File: src/rtl/vga_timing_gen.sv
`default_nettype none
// +--------------------------------------------------------------------------+
// | Module      : vga_timing_gen                                             |
// | Description : Parametrised VGA raster controller. Generates h/v counters,|
// |               pixel-RAM addresses and read strobe, polarity-configurable |
// |               sync, data-enable, line/frame start pulses, a completed-   |
// |               frame counter and RGB gated to the active area. hs/vs/de   |
// |               and RGB leave together, two clocks after the counters.     |
// |               Optional macro VGA_TEST_PATTERN_EN replaces d_in with      |
// |               eight internal vertical colour bars.                       |
// | Revision    : 1.0 - initial release                                      |
// +--------------------------------------------------------------------------+
module vga_timing_gen #(
  parameter int H_ACTIVE = 640,
  parameter int H_FP     = 16,
  parameter int H_SYNC   = 96,
  parameter int H_BP     = 48,
  parameter int V_ACTIVE = 480,
  parameter int V_FP     = 10,
  parameter int V_SYNC   = 2,
  parameter int V_BP     = 33,
  parameter bit HS_POL   = 1'b0,
  parameter bit VS_POL   = 1'b0,
  parameter int COLOR_W  = 4,
  parameter int ROW_W    = 9,
  parameter int COL_W    = 10,
  parameter int FCNT_W   = 16
) (
  input  logic                   vga_clk,
  input  logic                   clrn,
  input  logic                   blank,
  input  logic [3*COLOR_W-1:0]   d_in,
  output logic [ROW_W-1:0]       row_addr,
  output logic [COL_W-1:0]       col_addr,
  output logic                   rdn,
  output logic [COLOR_W-1:0]     r,
  output logic [COLOR_W-1:0]     g,
  output logic [COLOR_W-1:0]     b,
  output logic                   hs,
  output logic                   vs,
  output logic                   de,
  output logic                   frame_start,
  output logic                   line_start,
  output logic [FCNT_W-1:0]      frame_cnt
);

  localparam int c_h_total = H_SYNC + H_BP + H_ACTIVE + H_FP;
  localparam int c_v_total = V_SYNC + V_BP + V_ACTIVE + V_FP;
  localparam int c_hw      = $clog2(c_h_total);
  localparam int c_vw      = $clog2(c_v_total);

  localparam logic [c_hw-1:0] c_h_last  = c_hw'(c_h_total - 1);
  localparam logic [c_hw-1:0] c_ha0     = c_hw'(H_SYNC + H_BP);
  localparam logic [c_hw-1:0] c_ha1     = c_hw'(H_SYNC + H_BP + H_ACTIVE);
  localparam logic [c_hw-1:0] c_hsync   = c_hw'(H_SYNC);
  localparam logic [c_vw-1:0] c_v_last  = c_vw'(c_v_total - 1);
  localparam logic [c_vw-1:0] c_va0     = c_vw'(V_SYNC + V_BP);
  localparam logic [c_vw-1:0] c_va1     = c_vw'(V_SYNC + V_BP + V_ACTIVE);
  localparam logic [c_vw-1:0] c_vsync   = c_vw'(V_SYNC);

  // Reject timings the counters and address ports cannot represent.
  if (H_ACTIVE < 1 || H_FP < 1 || H_SYNC < 1 || H_BP < 1 ||
      V_ACTIVE < 1 || V_FP < 1 || V_SYNC < 1 || V_BP < 1 ||
      H_ACTIVE > (1 << COL_W) || V_ACTIVE > (1 << ROW_W)) begin : g_param_check
    $error("vga_timing_gen: illegal timing or address-width parameters");
  end

  // Counters and stage-1 state
  logic [c_hw-1:0]   h_q, h_d;
  logic [c_vw-1:0]   v_q, v_d;
  logic              rdn_q, rdn_d;
  logic [COL_W-1:0]  col_q, col_d;
  logic [ROW_W-1:0]  row_q, row_d;
  logic              hsa_q, hsa_d;
  logic              vsa_q, vsa_d;
  logic              ls_q, ls_d;
  logic              fs_q, fs_d;
  logic              seen_q, seen_d;
  logic [FCNT_W-1:0] fcnt_q, fcnt_d;

  // Stage-2 state
  logic [3*COLOR_W-1:0] rgb_q, rgb_d;
  logic                 de_q, de_d;
  logic                 hs_q, hs_d;
  logic                 vs_q, vs_d;
  logic                 w_show;
  logic [3*COLOR_W-1:0] w_pix;

  // Raster counters and stage-1 decode of the current (h,v) position.
  always_comb begin
    h_d    = h_q + c_hw'(1);
    v_d    = v_q;
    if (h_q == c_h_last) begin
      h_d = '0;
      v_d = (v_q == c_v_last) ? '0 : v_q + c_vw'(1);
    end
    rdn_d  = ~((h_q >= c_ha0) && (h_q < c_ha1) && (v_q >= c_va0) && (v_q < c_va1));
    // Plain modulo subtraction keeps off-screen addresses deterministic.
    col_d  = COL_W'(32'(h_q) - 32'(H_SYNC + H_BP));
    row_d  = ROW_W'(32'(v_q) - 32'(V_SYNC + V_BP));
    hsa_d  = (h_q < c_hsync);
    vsa_d  = (v_q < c_vsync);
    ls_d   = (h_q == '0);
    fs_d   = (h_q == '0) && (v_q == '0);
    seen_d = seen_q;
    fcnt_d = fcnt_q;
    // The first frame after reset is not a completed frame, so it is skipped.
    if (fs_d) begin
      seen_d = 1'b1;
      if (seen_q) fcnt_d = fcnt_q + FCNT_W'(1);
    end
  end

  // Register the counters and stage-1 outputs.
  always_ff @(posedge vga_clk or negedge clrn) begin
    if (!clrn) begin
      h_q    <= '0;
      v_q    <= '0;
      rdn_q  <= 1'b1;
      col_q  <= '0;
      row_q  <= '0;
      hsa_q  <= 1'b0;
      vsa_q  <= 1'b0;
      ls_q   <= 1'b0;
      fs_q   <= 1'b0;
      seen_q <= 1'b0;
      fcnt_q <= '0;
    end else begin
      h_q    <= h_d;
      v_q    <= v_d;
      rdn_q  <= rdn_d;
      col_q  <= col_d;
      row_q  <= row_d;
      hsa_q  <= hsa_d;
      vsa_q  <= vsa_d;
      ls_q   <= ls_d;
      fs_q   <= fs_d;
      seen_q <= seen_d;
      fcnt_q <= fcnt_d;
    end
  end

`ifdef VGA_TEST_PATTERN_EN
  logic [2:0] w_bar;

  // Eight equal-width bars across the active columns; bar index bits pick r/g/b.
  always_comb begin
    w_bar = 3'((32'(col_q) * 32'd8) / 32'(H_ACTIVE));
    w_pix = {{COLOR_W{w_bar[2]}}, {COLOR_W{w_bar[1]}}, {COLOR_W{w_bar[0]}}};
  end
`else
  // RAM data arrives one clock after rdn, lining up with stage-1 state.
  always_comb begin
    w_pix = d_in;
  end
`endif

  // Stage-2 gating of colour and alignment of sync/enable with the pixel.
  always_comb begin
    w_show = ~rdn_q & ~blank;
    rgb_d  = w_show ? w_pix : '0;
    de_d   = w_show;
    hs_d   = hsa_q ^ ~HS_POL;
    vs_d   = vsa_q ^ ~VS_POL;
  end

  // Register the stage-2 outputs.
  always_ff @(posedge vga_clk or negedge clrn) begin
    if (!clrn) begin
      rgb_q <= '0;
      de_q  <= 1'b0;
      hs_q  <= ~HS_POL;
      vs_q  <= ~VS_POL;
    end else begin
      rgb_q <= rgb_d;
      de_q  <= de_d;
      hs_q  <= hs_d;
      vs_q  <= vs_d;
    end
  end

  assign row_addr    = row_q;
  assign col_addr    = col_q;
  assign rdn         = rdn_q;
  assign {b, g, r}   = rgb_q;
  assign de          = de_q;
  assign hs          = hs_q;
  assign vs          = vs_q;
  assign line_start  = ls_q;
  assign frame_start = fs_q;
  assign frame_cnt   = fcnt_q;

endmodule
`default_nettype wire

File: config.mk
export PLATFORM = sky130hd
export DESIGN_NAME = vga_timing_gen
export DESIGN_NICKNAME = d
export VERILOG_FILES = /design/src/rtl/vga_timing_gen.sv
export SDC_FILE = /design/constraint.sdc
export NUM_CORES = 1
export LEC_CHECK = 0
export ABC_AREA = 1
export BUFFER_PORTS_ARGS = -buffer_cell sky130_fd_sc_hd__buf_4
export CORE_MARGIN = 5
export CORE_UTILIZATION = 43
export CTS_CLUSTER_DIAMETER = 40
export DETAILED_ROUTE_END_ITERATION = 10
export GPL_TIMING_DRIVEN = 0
export PLACE_DENSITY = 0.73
export SLEW_MARGIN = 25
export SYNTH_ARGS = -nofsm -noshare
export SYNTH_HDL_FRONTEND = slang
export SYNTH_SLANG_ARGS = --single-unit
File: constraint.sdc
create_clock -name vga_clk -period 1.7 [get_ports vga_clk]
set_clock_uncertainty 0.15 [all_clocks]
set_input_delay 0.34 -clock vga_clk [delete_from_list [all_inputs] [get_ports vga_clk]]
set_output_delay 0.34 -clock vga_clk [all_outputs]
set_load 0.02 [all_outputs]
# Word level (Yosys, flattened, before mapping)
# Cells that the tools add are included.
# totals
out_inout_bits	53
regBits	76
word_cells	44
# classes
n_reduce_logical	7
bitwise	6
n_eq_ne	2
addsub	5
n_lt_le_gt_ge	6
mux	3
# ops
operator	count
adder 10 x 1 -> 10 bit, second input constant	2
equality test 10 bit, second input constant	2
logical NOT 10 bit	2
less-than comparator 10 bit, second input constant	2
two-way mux 10 bit	2
adder 16 x 1 -> 16 bit, second input constant	1
two-way mux 12 bit	1
greater-or-equal comparator 10 x 6 -> 1 bit, second input constant	1
greater-or-equal comparator 10 x 8 -> 1 bit, second input constant	1
less-than comparator 10 x 2 -> 1 bit, second input constant	1
less-than comparator 10 x 7 -> 1 bit, second input constant	1
subtractor 10 x 8 -> 10 bit, second input constant	1
subtractor 9 x 6 -> 9 bit, second input constant	1
inverter 1 bit	5
logical AND 1 bit	4
AND reduction 2 bit	1
AND 1 bit	1

# Longest topological paths before layout
# Gate-level depths: netlist of run 1.
# logic_depth
depth_word	5
ltp_mapped	10
ltp_nobuf	8

# Worst setup path after synthesis of run 1
# No wires, ideal clock.
# synth_path
path_kind	register -> register
startpoint	register v_q[0]
endpoint	register fcnt_q[12], in the netlist frame_cnt[12]
setup_ns	0.117
stages_incl_launch_ff	10
synth_period_minus_slack_ns	1.646
setup_slack_ns	0.054
n_path_buf	2
required_time_ns	1.433
t_arrival_ns	1.380
cell_sequence	dfrtp_1 -> clkbuf_2 -> inv_1 -> ha_1 -> nand2_1 -> nor2_8 -> nand3_4 -> buf_6 -> nand2_1 -> nand2_1
# synth_between
elab_chain_len	3
# synth_rtl
item	line_no	text
from (decl)	70	logic [c_vw-1:0] v_q, v_d;
from (signal assigned)	130	v_q <= v_d;
logical NOT 10 bit	104	fs_d = (h_q == '0) && (v_q == '0);
logical AND 1 bit	104	
AND reduction 2 bit (no line)	-	
to (signal assigned)	139	fcnt_q <= fcnt_d;
to (decl)	79	logic [FCNT_W-1:0] fcnt_q, fcnt_d;
# Every way passes these cells.
# A chain may end at the register's enable or synchronous reset.

# Worst setup path in the final report of run 1
# layout_path
startpoint	register v_q[0]
endpoint	register fcnt_q[2], in the netlist frame_cnt[2]
# The elaborated chain is that of the path after synthesis.

==> impl_results.md, run 1 <==
* Num CTS Buffers at 9
* Sequential element share of the synthesized area at 52.7%
* Most common cell after layout, fill and taps aside: nand2_1
* Critical Path Fanout Max at 8
* CTS tree: built
* Via count at roughly 3,000
* Yosys warns at 0
* Die extent in x at 102 um
* Max clock buf depth at 2
* Worst Setup Start Kind: register
* CP cell instances: clkbuf_8 -> inv_4 -> ha_4 -> nand2_2 -> nor2_8 -> nand3_4 -> buf_4 -> nand2_1 -> o21ai_0
* Mapped Area at 3620 um2
* ANT cells at 0
* Share of layout cells above drive strength 1 at 26.8%
* Post-Layout Inst Area at about 4700 um2
* Max_cap viols at 0
* Post-detail-place hpwl at 5430 um
* Yosys reg bits at 76
* Clk pin slew, worst setup/hold paths at 0.08 ns
* Area post-placement at 4250 um2
* Avg Cell Area, Syn at between 8 and 9 um2
* Insertion delay to the later sink of the worst-skew pair at 0.36 ns
* Critical Path AT at 1.76 ns
* Die area at 10,400 um2
* Port bufs at 67
* Power Dens Cells at 752 nW/um2
* Clock sink count at 76
* Pin count of the biggest net entering global routing at just under 80
* Slew HR at 55.2%
* Final net count at between 500 and 600
* Vias in the first global route at slightly below 3,000
* Initial antenna violation count at 0
* Fin crit share at 98.7%
* Routed wire length at 8060 um
* Post-route insts no fill at 624
* Slowest CP cell: dfrtp_1
* Synth unique cells at 28
* P&R area growth vs syn at 30.5%
* Initial core utilization at 44.0%
* CP Capture Type: register
* Root Buffer: clkbuf_8
* Slew Limit Fails at 0
* Iteration-0 DRC Markers at 95
* Vias/cell at roughly 4.9
* RSZ-0062 raised after global routing: yes
* First-pass GRT wire length at 13,300 um
* H-tree levels at 3
* HP Class: in2reg
* Final hold vios at 0
* I/O pin count at slightly below 70
* GP Congestion at 0.882
* Design Power at 3.55 mW
* WL per Instance at approximately 13 um
* Pleak at 2.43 nW
* Total core area at ~8200 um2
* Die Y-Extent at 102 um
* Gr usage total at 16.4%
* Slew @ Worst Pin at 0.673 ns
* CP peak stage delay at between 0.3 and 0.4 ns
* Total gr overflow at 0
* Outcome: finished clean
* DP Cell Count at 590
* # DRC at 0
* Most frequent cells in the layout: nand2_1, buf_4, dfrtp_1
* Pre-antenna DRT Iters at 4
* Cells after Synth at 418
* Peak VDD IR at about 0.00043 V
* DRT antenna net count at 0
* Max Fclk at 596 MHz
* Required time worst endpoint at approximately 1.8 ns
* Num rows at 33
* Final setup vio count at 0
* Syn nets at 441
* Crit path time final at 1.68 ns
* Critical path class: reg2reg
* R2r setup slk at 0.02 ns
-- cell families (layout without fill, tap and decap cells) --
| logic type | count (synthesis) | in the layout | synth area share [%] |
|---|---|---|---|
| compound gates | 26 | 26 | 3.67 |
| xor+xnor | 22 | 22 | 5.32 |
| fa+ha+maj | 8 | 8 | 2.77 |
| buf+inv | 67 | 168 | 7.99 |
| flops | 76 | 76 | 52.7 |
| simple gates | 219 | 219 | 27.6 |
-- state kept, by name, summed over array words and instances, names as in the netlist --
| name | flops |
|---|---|
| v_q | 10 |
| frame_start | 1 |
| hs | 1 |
| rgb_q | 12 |
| frame_cnt | 16 |
| h_q | 10 |
| col_addr | 10 |
| row_addr | 9 |
| hsa_q | 1 |
| vs | 1 |
| de | 1 |
| seen_q | 1 |
| vsa_q | 1 |
| rdn | 1 |
| line_start | 1 |
-- through the flow --
stage	setup TNS (ns)	hold WS (ns)	setup WS [ns]	utilization, %
3_5_place_dp	-3.43	0.191	-0.197	51.8
5_1_grt	-2.00	0.0290	-0.131	57.5
6_report	0	0.0425	0.0227	57.5
3_3_place_gp	-2.22	0.187	-0.148	51.8
4_1_cts	0	0.00415	0.000423	56.4
2_1_floorplan	0	-0.106	0.0537	-
-- Yosys cell counts --
| library cell | count | area [um2] |
|---|---|---|
| nor4_1 | 1 | 6.26 |
| clkbuf_1 | 2 | 7.51 |
| xnor2_1 | 5 | 43.8 |
| nand4_1 | 8 | 50.1 |
| a21oi_1 | 6 | 30.0 |
| nand3b_1 | 2 | 15.0 |
| nor2_1 | 47 | 176 |
| xor2_1 | 17 | 149 |
| nand2_4 | 1 | 11.3 |
| o21ai_0 | 19 | 95.1 |
| nand2_1 | 119 | 447 |
| dfrtp_1 | 73 | 1830 |
| inv_2 | 2 | 7.51 |
| nor3_1 | 5 | 25.0 |
| nor2_2 | 2 | 12.5 |
| buf_2 | 2 | 10.0 |
| nor2_8 | 2 | 40.0 |
| ha_1 | 8 | 100 |
| nand3_2 | 1 | 10.0 |
| nor2_4 | 4 | 45.0 |
| o21bai_1 | 1 | 7.51 |
| clkbuf_2 | 1 | 5.00 |
| nand3_4 | 2 | 35.0 |
| buf_6 | 3 | 33.8 |
| buf_4 | 3 | 22.5 |
| dfstp_2 | 3 | 78.8 |
| inv_1 | 54 | 203 |
| nand3_1 | 25 | 125 |
-- worst max-delay path, delay by kind of cell, from the launching register on --
family | cells | cell delay [ns]
buf+inv | 3 | 0.41
flops | 1 | 0.39
simple gates | 4 | 0.38
fa+ha+maj | 1 | 0.15
compound gates | 1 | 0.07
-- metal layers --
metal	track usage [%]	wire (um)	up-vias
li1	-	-	1488
met1	19.2	3220	1439
met2	27.6	4110	83
met3	4.34	495	23
met4	8.90	226	0
met5	0	0	-
-- layout make-up --
| type | count | area (um2) |
|---|---|---|
| Clock inverter | 6 | 113 |
| Multi-Input combinational cell | 275 | 1480 |
| Inverter | 56 | 215 |
| Timing Repair Buffer | 85 | 654 |
| Fill cell | 729 | 3490 |
| Sequential cell | 76 | 1910 |
| Tap cell | 105 | 131 |
| Buffer | 11 | 98.8 |
| Clock buffer | 10 | 128 |
-- what timing repair did --
action                                 in CTS  in global routing
endpoints found under the hold margin       1                 73
hold buffers                                1                  1
setup endpoints to repair                  33                 33
buffers inserted                            9                  5
resized for setup                          19                 16
cloned                                      1                  1
pin swaps                                   3                  3
-- worst paths after layout --
kind | start | end | depth (start not counted)
max in group asynchronous | clrn | h_q[0] | 2
hold / removal | d_in[5] | rgb_q[5] | 3
setup / recovery | v_q[0] | frame_cnt[2] | 9
setup reg to reg | v_q[0] | frame_cnt[2] | 9
min in group asynchronous | clrn | rgb_q[10] | 2
hold reg to reg | vsa_q | vs | 1
-- power by group --
part / total, mW / internal [mW] / switching (mW)
sequential: 1.81 / 1.81 / 0
clock: 1.68 / 0.981 / 0.697
combinational: 0.0673 / 0.0258 / 0.0415
Note: power is estimated with default switching activity, not from simulation.
==> run 2: changes to the inputs <==
--- a/config.mk
+++ b/config.mk
@@ -8,11 +8,11 @@
 export ABC_AREA = 1
 export BUFFER_PORTS_ARGS = -buffer_cell sky130_fd_sc_hd__buf_4
 export CORE_MARGIN = 5
-export CORE_UTILIZATION = 43
+export CORE_UTILIZATION = 37
 export CTS_CLUSTER_DIAMETER = 40
 export DETAILED_ROUTE_END_ITERATION = 10
 export GPL_TIMING_DRIVEN = 0
-export PLACE_DENSITY = 0.73
+export PLACE_DENSITY = 0.65
 export SLEW_MARGIN = 25
 export SYNTH_ARGS = -nofsm -noshare
 export SYNTH_HDL_FRONTEND = slang
==> impl_results.md, run 2 (same netlist as run 1, synthesis figures left out) <==
* Outcome: finished clean
* CTS tree: built
* Share of layout cells above drive strength 1 at 30.6% (+3.8 points)
* Routed wire length at 8050 um (-0.15%)
* Slew Limit Fails at 0 (unchanged)
* Critical Path AT at 1.73 ns (-0.03 ns)
* Clock sink count at 76 (unchanged)
* Power Dens Cells at 721 nW/um2 (-4.1%)
* Max reg flops at 16 (unchanged)
* R2r setup slk at 0.06 ns (+0.03 ns)
* I/O pin count at 68 (unchanged)
* Port bufs at 67 (unchanged)
* Most frequent cells in the layout: nand2_1, buf_4, dfrtp_1
* P&R area growth vs syn at 35.0%
* Max Fclk at 608 MHz (+2.0%)
* Critical Path Fanout Max at 4 (-4)
* Pre-antenna DRT Iters at 4 (unchanged)
* Max clock buf depth at 2 (unchanged)
* ANT cells at 0 (unchanged)
* Critical path class: reg2reg
* Area of the multi-input gates at 1540 um2 (+4.5%)
* Slew @ Worst Pin at 0.677 ns (+0.00409 ns)
* Final net count at 544 (+1.3%)
* Insertion delay to the later sink of the worst-skew pair at 0.35 ns (about the same)
* Root Buffer: clkbuf_8
* First-pass GRT wire length at 13,500 um (+1.3%)
* WL per Instance at 12.2 um (-5.5%)
* Initial antenna violation count at 0 (unchanged)
* Most common cell after layout, fill and taps aside: nand2_1
* RSZ-0062 raised after global routing: yes
* Die Y-Extent at 109 um (+7.0%)
* Initial core utilization at 37.5% (-6.5 points)
* Register area at 1910 um2 (+0.13%)
* Post-detail-place hpwl at 5540 um (+1.9%)
* Pleak at 2.48 nW (+2.2%)
* Die area at 11,900 um2 (+15%)
* Vias in the first global route at 2,960 (+0.89%)
* Required time worst endpoint at 1.78 ns (about the same)
* HP Class: in2reg
* DRT antenna net count at 0 (unchanged)
* Pin count of the biggest net entering global routing at 77 (unchanged)
* Die extent in x at 109 um (+7.0%)
* # DRC at 0 (unchanged)
* Crit path time final at 1.64 ns (-0.0326 ns)
* Vias/cell at 4.56 (-6.2%)
* GP Congestion at 0.829 (-6.0%)
* Num CTS Buffers at 9 (unchanged)
* Gr usage total at 14.4% (-2.0 points)
* Max_cap viols at 0 (unchanged)
* Final hold vios at 0 (unchanged)
* Clk pin slew, worst setup/hold paths at 0.08 ns (about the same)
* H-tree levels at 3 (unchanged)
* Worst Setup Start Kind: register
* Via count at 3,006 (-0.89%)
* Iteration-0 DRC Markers at 99 (+4.2%)
* Total core area at 9640 um2 (+17%)
* CP Capture Type: register
* Fin crit share at 96.7% (-1.9 points)
* Slew HR at 54.9% (-0.27 points)
* Peak VDD IR at 0.000362 V (-16%)
* Design Power at 3.52 mW (-0.87%)
* Filler cell count at 948 (+30%)
* Total gr overflow at 0 (unchanged)
* Final setup vio count at 0 (unchanged)
* Num rows at 36 (+9.1%)
* Hold Slack at 0.0258 ns (-0.0167 ns)
-- run 2: changes by cell type in the layout (fill, tap and decap cells not counted), sizes merged --
cell / delta
buf: +9
clkbuf: -1
clkinv: +1
dlygate4sd3: -1
inv: -1
-- run 2: what timing repair did --
item	4_1_cts	5_1_grt
hold endpoints to repair	0	73
endpoints found under the setup margin	33	36
pin swaps	4	8
buffers inserted	14	8
hold buffers	0	1
gates cloned	1	1
gates resized for setup	19	33
-- run 2: per-stage QoR --
stage / cells / utilization, % / setup TNS (ns) / area [um2] / worst slack (ns)
3_3_place_gp: 618 / 44.5 / -2.84 / 4290 / -0.164
5_1_grt: 659 / 50.7 / -0.303 / 4880 / -0.0378
3_5_place_dp: 618 / 44.5 / -2.92 / 4290 / -0.174
2_1_floorplan: 418 / - / 0 / 3620 / 0.0537
6_report: 659 / 50.7 / 0 / 4880 / 0.0553
4_1_cts: 649 / 48.8 / -0.00105 / 4710 / -0.00105
-- run 2: routing by layer --
metal | global-route usage [%] | vias to the layer above | part of all wire, %
met2 | 24.4 | 69 | 51
li1 | - | 1495 | -
met3 | 2.49 | 13 | 4.5
met1 | 17.9 | 1429 | 43
met4 | 6.67 | 0 | 2.0
met5 | 0 | - | 0
-- run 2: area by class of cell --
cell class / count / area share (%)
flip-flops and latches: 76 / 39.1
plain buffers: 11 / 1.97
well taps: 133 / 3.41
inverters: 56 / 4.46
clock inverters: 6 / 2.31
repair buffers: 92 / 14.6
clock buffers: 10 / 2.61
multi-input cells: 275 / 31.6
-- run 2: path summary, 6_finish.rpt --
check                       start           to  depth (start not counted)
hold reg to reg             vsa_q           vs                          1
hold / removal              blank           de                          2
min in group asynchronous    clrn     rgb_q[9]                          2
setup / recovery           v_q[0]  row_addr[8]                          7
setup reg to reg           v_q[0]  row_addr[8]                          7
max in group asynchronous    clrn       v_q[1]                          2
-- run 2: power breakdown --
group          internal (mW)  switching (mW)  total, mW
clock network          0.979           0.670       1.65
registers               1.81               0       1.81
logic                 0.0243          0.0418     0.0661
total                   2.81           0.712       3.52
-- run 2: critical path, cell delays in order, from the launching register on --
cell	delay [ns]
dfrtp_1	0.41
buf_4	0.14
ha_1	0.24
inv_2	0.11
nand3_1	0.11
nand2_1	0.14
nand2_1	0.10
xor2_1	0.15
==> run 3: changes to the inputs <==
--- a/config.mk
+++ b/config.mk
@@ -7,12 +7,15 @@
 export LEC_CHECK = 0
 export ABC_AREA = 1
 export BUFFER_PORTS_ARGS = -buffer_cell sky130_fd_sc_hd__buf_4
+export CELL_PAD_IN_SITES_DETAIL_PLACEMENT = 0
+export CELL_PAD_IN_SITES_GLOBAL_PLACEMENT = 1
 export CORE_MARGIN = 5
 export CORE_UTILIZATION = 37
 export CTS_CLUSTER_DIAMETER = 40
 export DETAILED_ROUTE_END_ITERATION = 10
 export GPL_TIMING_DRIVEN = 0
-export PLACE_DENSITY = 0.65
+export PLACE_DENSITY = 0.81
+export SETUP_SLACK_MARGIN = 0.5
 export SLEW_MARGIN = 25
 export SYNTH_ARGS = -nofsm -noshare
 export SYNTH_HDL_FRONTEND = slang
==> impl_results.md, run 3 (same netlist as run 1, synthesis figures left out) <==
* Outcome: complete, but fails checks
* Failing checks: negative hold slack
* Total core area at 9640 um2 (unchanged)
* DP Cell Count at 618 (unchanged)
* Port bufs at 67 (unchanged)
* HP Class: in2async
* Pin count of the biggest net entering global routing at 77 (unchanged)
* Total gr overflow at 0 (unchanged)
* Clk pin slew, worst setup/hold paths at 0.09 ns (about the same)
* Clock share of power at 41.7% (-5.1 points)
* Root Buffer: clkbuf_8
* Sw frac at 23.4% (+3.2 points)
* First-pass GRT wire length at 14,500 um (+7.7%)
* NetSw at 751 uW (+5.5%)
* ANT cells at 0 (unchanged)
* RSZ-0062 raised after global routing: yes
* Filler cell count at 851 (-10%)
* Clock sink count at 76 (unchanged)
* Final hold vios at 73 (+73)
* Most frequent cells in the layout: nand2_1, buf_6, dfrtp_1
* GP Congestion at 0.834 (+0.69%)
* Max clock buf depth at 2 (unchanged)
* Die Y-Extent at 109 um (unchanged)
* Max reg flops at 16 (unchanged)
* Share of layout cells above drive strength 1 at 43.3% (+13 points)
* P&R area growth vs syn at 55.3%
* Seq pwr share at 56.3% (+5.0 points)
* Max Fclk at 609 MHz (+0.19%)
* Gr usage total at 15.3% (+0.92 points)
* Final net count at 572 (+5.1%)
* Critical Path AT at 1.77 ns (+0.04 ns)
* Slew @ Worst Pin at 0.700 ns (+0.0239 ns)
* Routed wire length at 8910 um (+11%)
* Die area at 11,900 um2 (unchanged)
* Slowest CP cell: dfrtp_2
* Slew HR at 53.3% (-1.6 points)
* Hold Slack at -0.166 ns (-0.192 ns)
* CP peak stage delay at 0.44 ns (+0.03 ns)
* Initial core utilization at 37.5% (unchanged)
* Peak VDD IR at 0.000359 V (-0.79%)
* Fin crit share at 96.6% (-0.18 points)
* Num rows at 36 (unchanged)
* Worst Reg-to-Reg Cells at 9 (+2)
* Slew Limit Fails at 0 (unchanged)
* Pleak at 2.73 nW (+9.9%)
* Most common cell after layout, fill and taps aside: nand2_1
* Origin of the critical flop-to-flop path: h_q[4]
* Die extent in x at 109 um (unchanged)
* Final setup vio count at 0 (unchanged)
* Worst Setup Start Kind: register
* WL per Instance at 13.0 um (+6.2%)
* Vias in the first global route at 3,218 (+8.7%)
* Via count at 3,108 (+3.4%)
* Design Power at 3.21 mW (-9.0%)
* # DRC at 0 (unchanged)
* Register area at 1920 um2 (+0.52%)
* CTS tree: built
* R2r setup slk at 0.06 ns (about the same)
* Num CTS Buffers at 9 (unchanged)
* RR Endpoint: frame_cnt[10]
* I/O pin count at 68 (unchanged)
* Required time worst endpoint at 1.83 ns (+0.05 ns)
* Critical Path Start: h_q[4]
* Vias/cell at 4.52 (-0.82%)
* Insertion delay to the later sink of the worst-skew pair at 0.35 ns (about the same)
* Iteration-0 DRC Markers at 111 (+12%)
* CP Capture Type: register
* Critical path class: reg2reg
* DRT antenna net count at 0 (unchanged)
* Pre-antenna DRT Iters at 4 (unchanged)
* Power Dens Cells at 571 nW/um2 (-21%)
* Post-detail-place hpwl at 5400 um (-2.5%)
* Initial antenna violation count at 0 (unchanged)
* Logic pwr share at 2.0% (about the same)
* Critical Path Fanout Max at 5 (+1)
* Crit path time final at 1.64 ns (-0.00314 ns)
* H-tree levels at 3 (unchanged)
* Power Internal at 2.45 mW (-13%)
* Post-Layout Inst Area at 5620 um2 (+15%)
* Area of the multi-input gates at 1780 um2 (+15%)
* CP cell instances: inv_4 -> ha_4 -> nand3_4 -> nor2_4 -> nand2_4 -> nor2_4 -> buf_6 -> nand2_1 -> nand2_1
* Post-route insts no fill at 687 (+4.2%)
* Area post-placement at 4400 um2 (+2.7%)
* Max_cap viols at 0 (unchanged)
[run 3: changes by cell type in the layout (fill, tap and decap cells not counted), sizes merged]
cell	previous run	this run
bufinv	3	0
inv	56	58
buf	100	127
clkbuf	12	15
clkinv	3	2
dlygate4sd3	1	0
clkinvlp	0	1
[run 3: area by class of cell]
class,instances,share of cell area (%)
sequential,76,34.2
multi-input combinational,275,31.7
clock inverter,5,0.757
buffer,11,2.20
clock buffer,11,2.69
tap,133,2.96
inverter,56,3.96
timing repair buffer,120,21.6
[run 3: stage by stage]
step,setup TNS (ns),setup slack (ns),hold WS (ns),util [%]
global placement,-1.59,-0.101,0.190,45.7
floorplan,0,0.138,-0.106,-
detailed placement,-1.83,-0.109,0.195,45.7
CTS,0,0.0656,-0.0206,54.2
global route,-0.350,-0.0427,-0.0838,58.3
finish,0,0.0584,-0.166,58.3
[run 3: power groups by stage]
stage	Combinational, mW	Sequential (mW)	Clock (mW)
after global placement	0.0664	1.84	0
after floorplan	0.00522	1.84	0
after CTS	0.0672	1.81	1.39
after detailed placement	0.0672	1.84	0
final	0.0640	1.81	1.34
after global routing	0.0770	1.81	1.48
[run 3: how the worst max path moves through the flow]
stage	slack, ns	end	depth (start not counted)
finish	0.06	frame_cnt[10]	9
global route	-0.04	frame_cnt[3]	8
CTS	0.07	frame_cnt[8]	10
detailed placement	-0.11	v_q[7]	8
global placement	-0.10	frame_cnt[7]	9
floorplan	0.14	frame_cnt[12]	8
[run 3: layer usage]
| metal | part of all wire, % | vias to the layer above | track usage, % |
|---|---|---|---|
| li1 | - | 1549 | - |
| met1 | 42 | 1469 | 18.7 |
| met2 | 52 | 74 | 26.2 |
| met3 | 4.7 | 16 | 4.20 |
| met4 | 1.7 | 0 | 5.23 |
| met5 | 0 | - | 0 |
[run 3: timing repair]
action / CTS / global route
pin swaps: 20 / 12
endpoints found under the hold margin: 1 / 74
setup endpoints to repair: 100 / 114
gates cloned: 1 / 2
setup buffers: 37 / 13
resized for setup: 103 / 57
[run 3: worst max-delay path, delay by kind of cell (launching register included)]
family	cells	cell delay [ns]
adders and majority gates	1	0.15
and+or+nand+nor	6	0.61
buffers and inverters	2	0.22
DFF	1	0.44
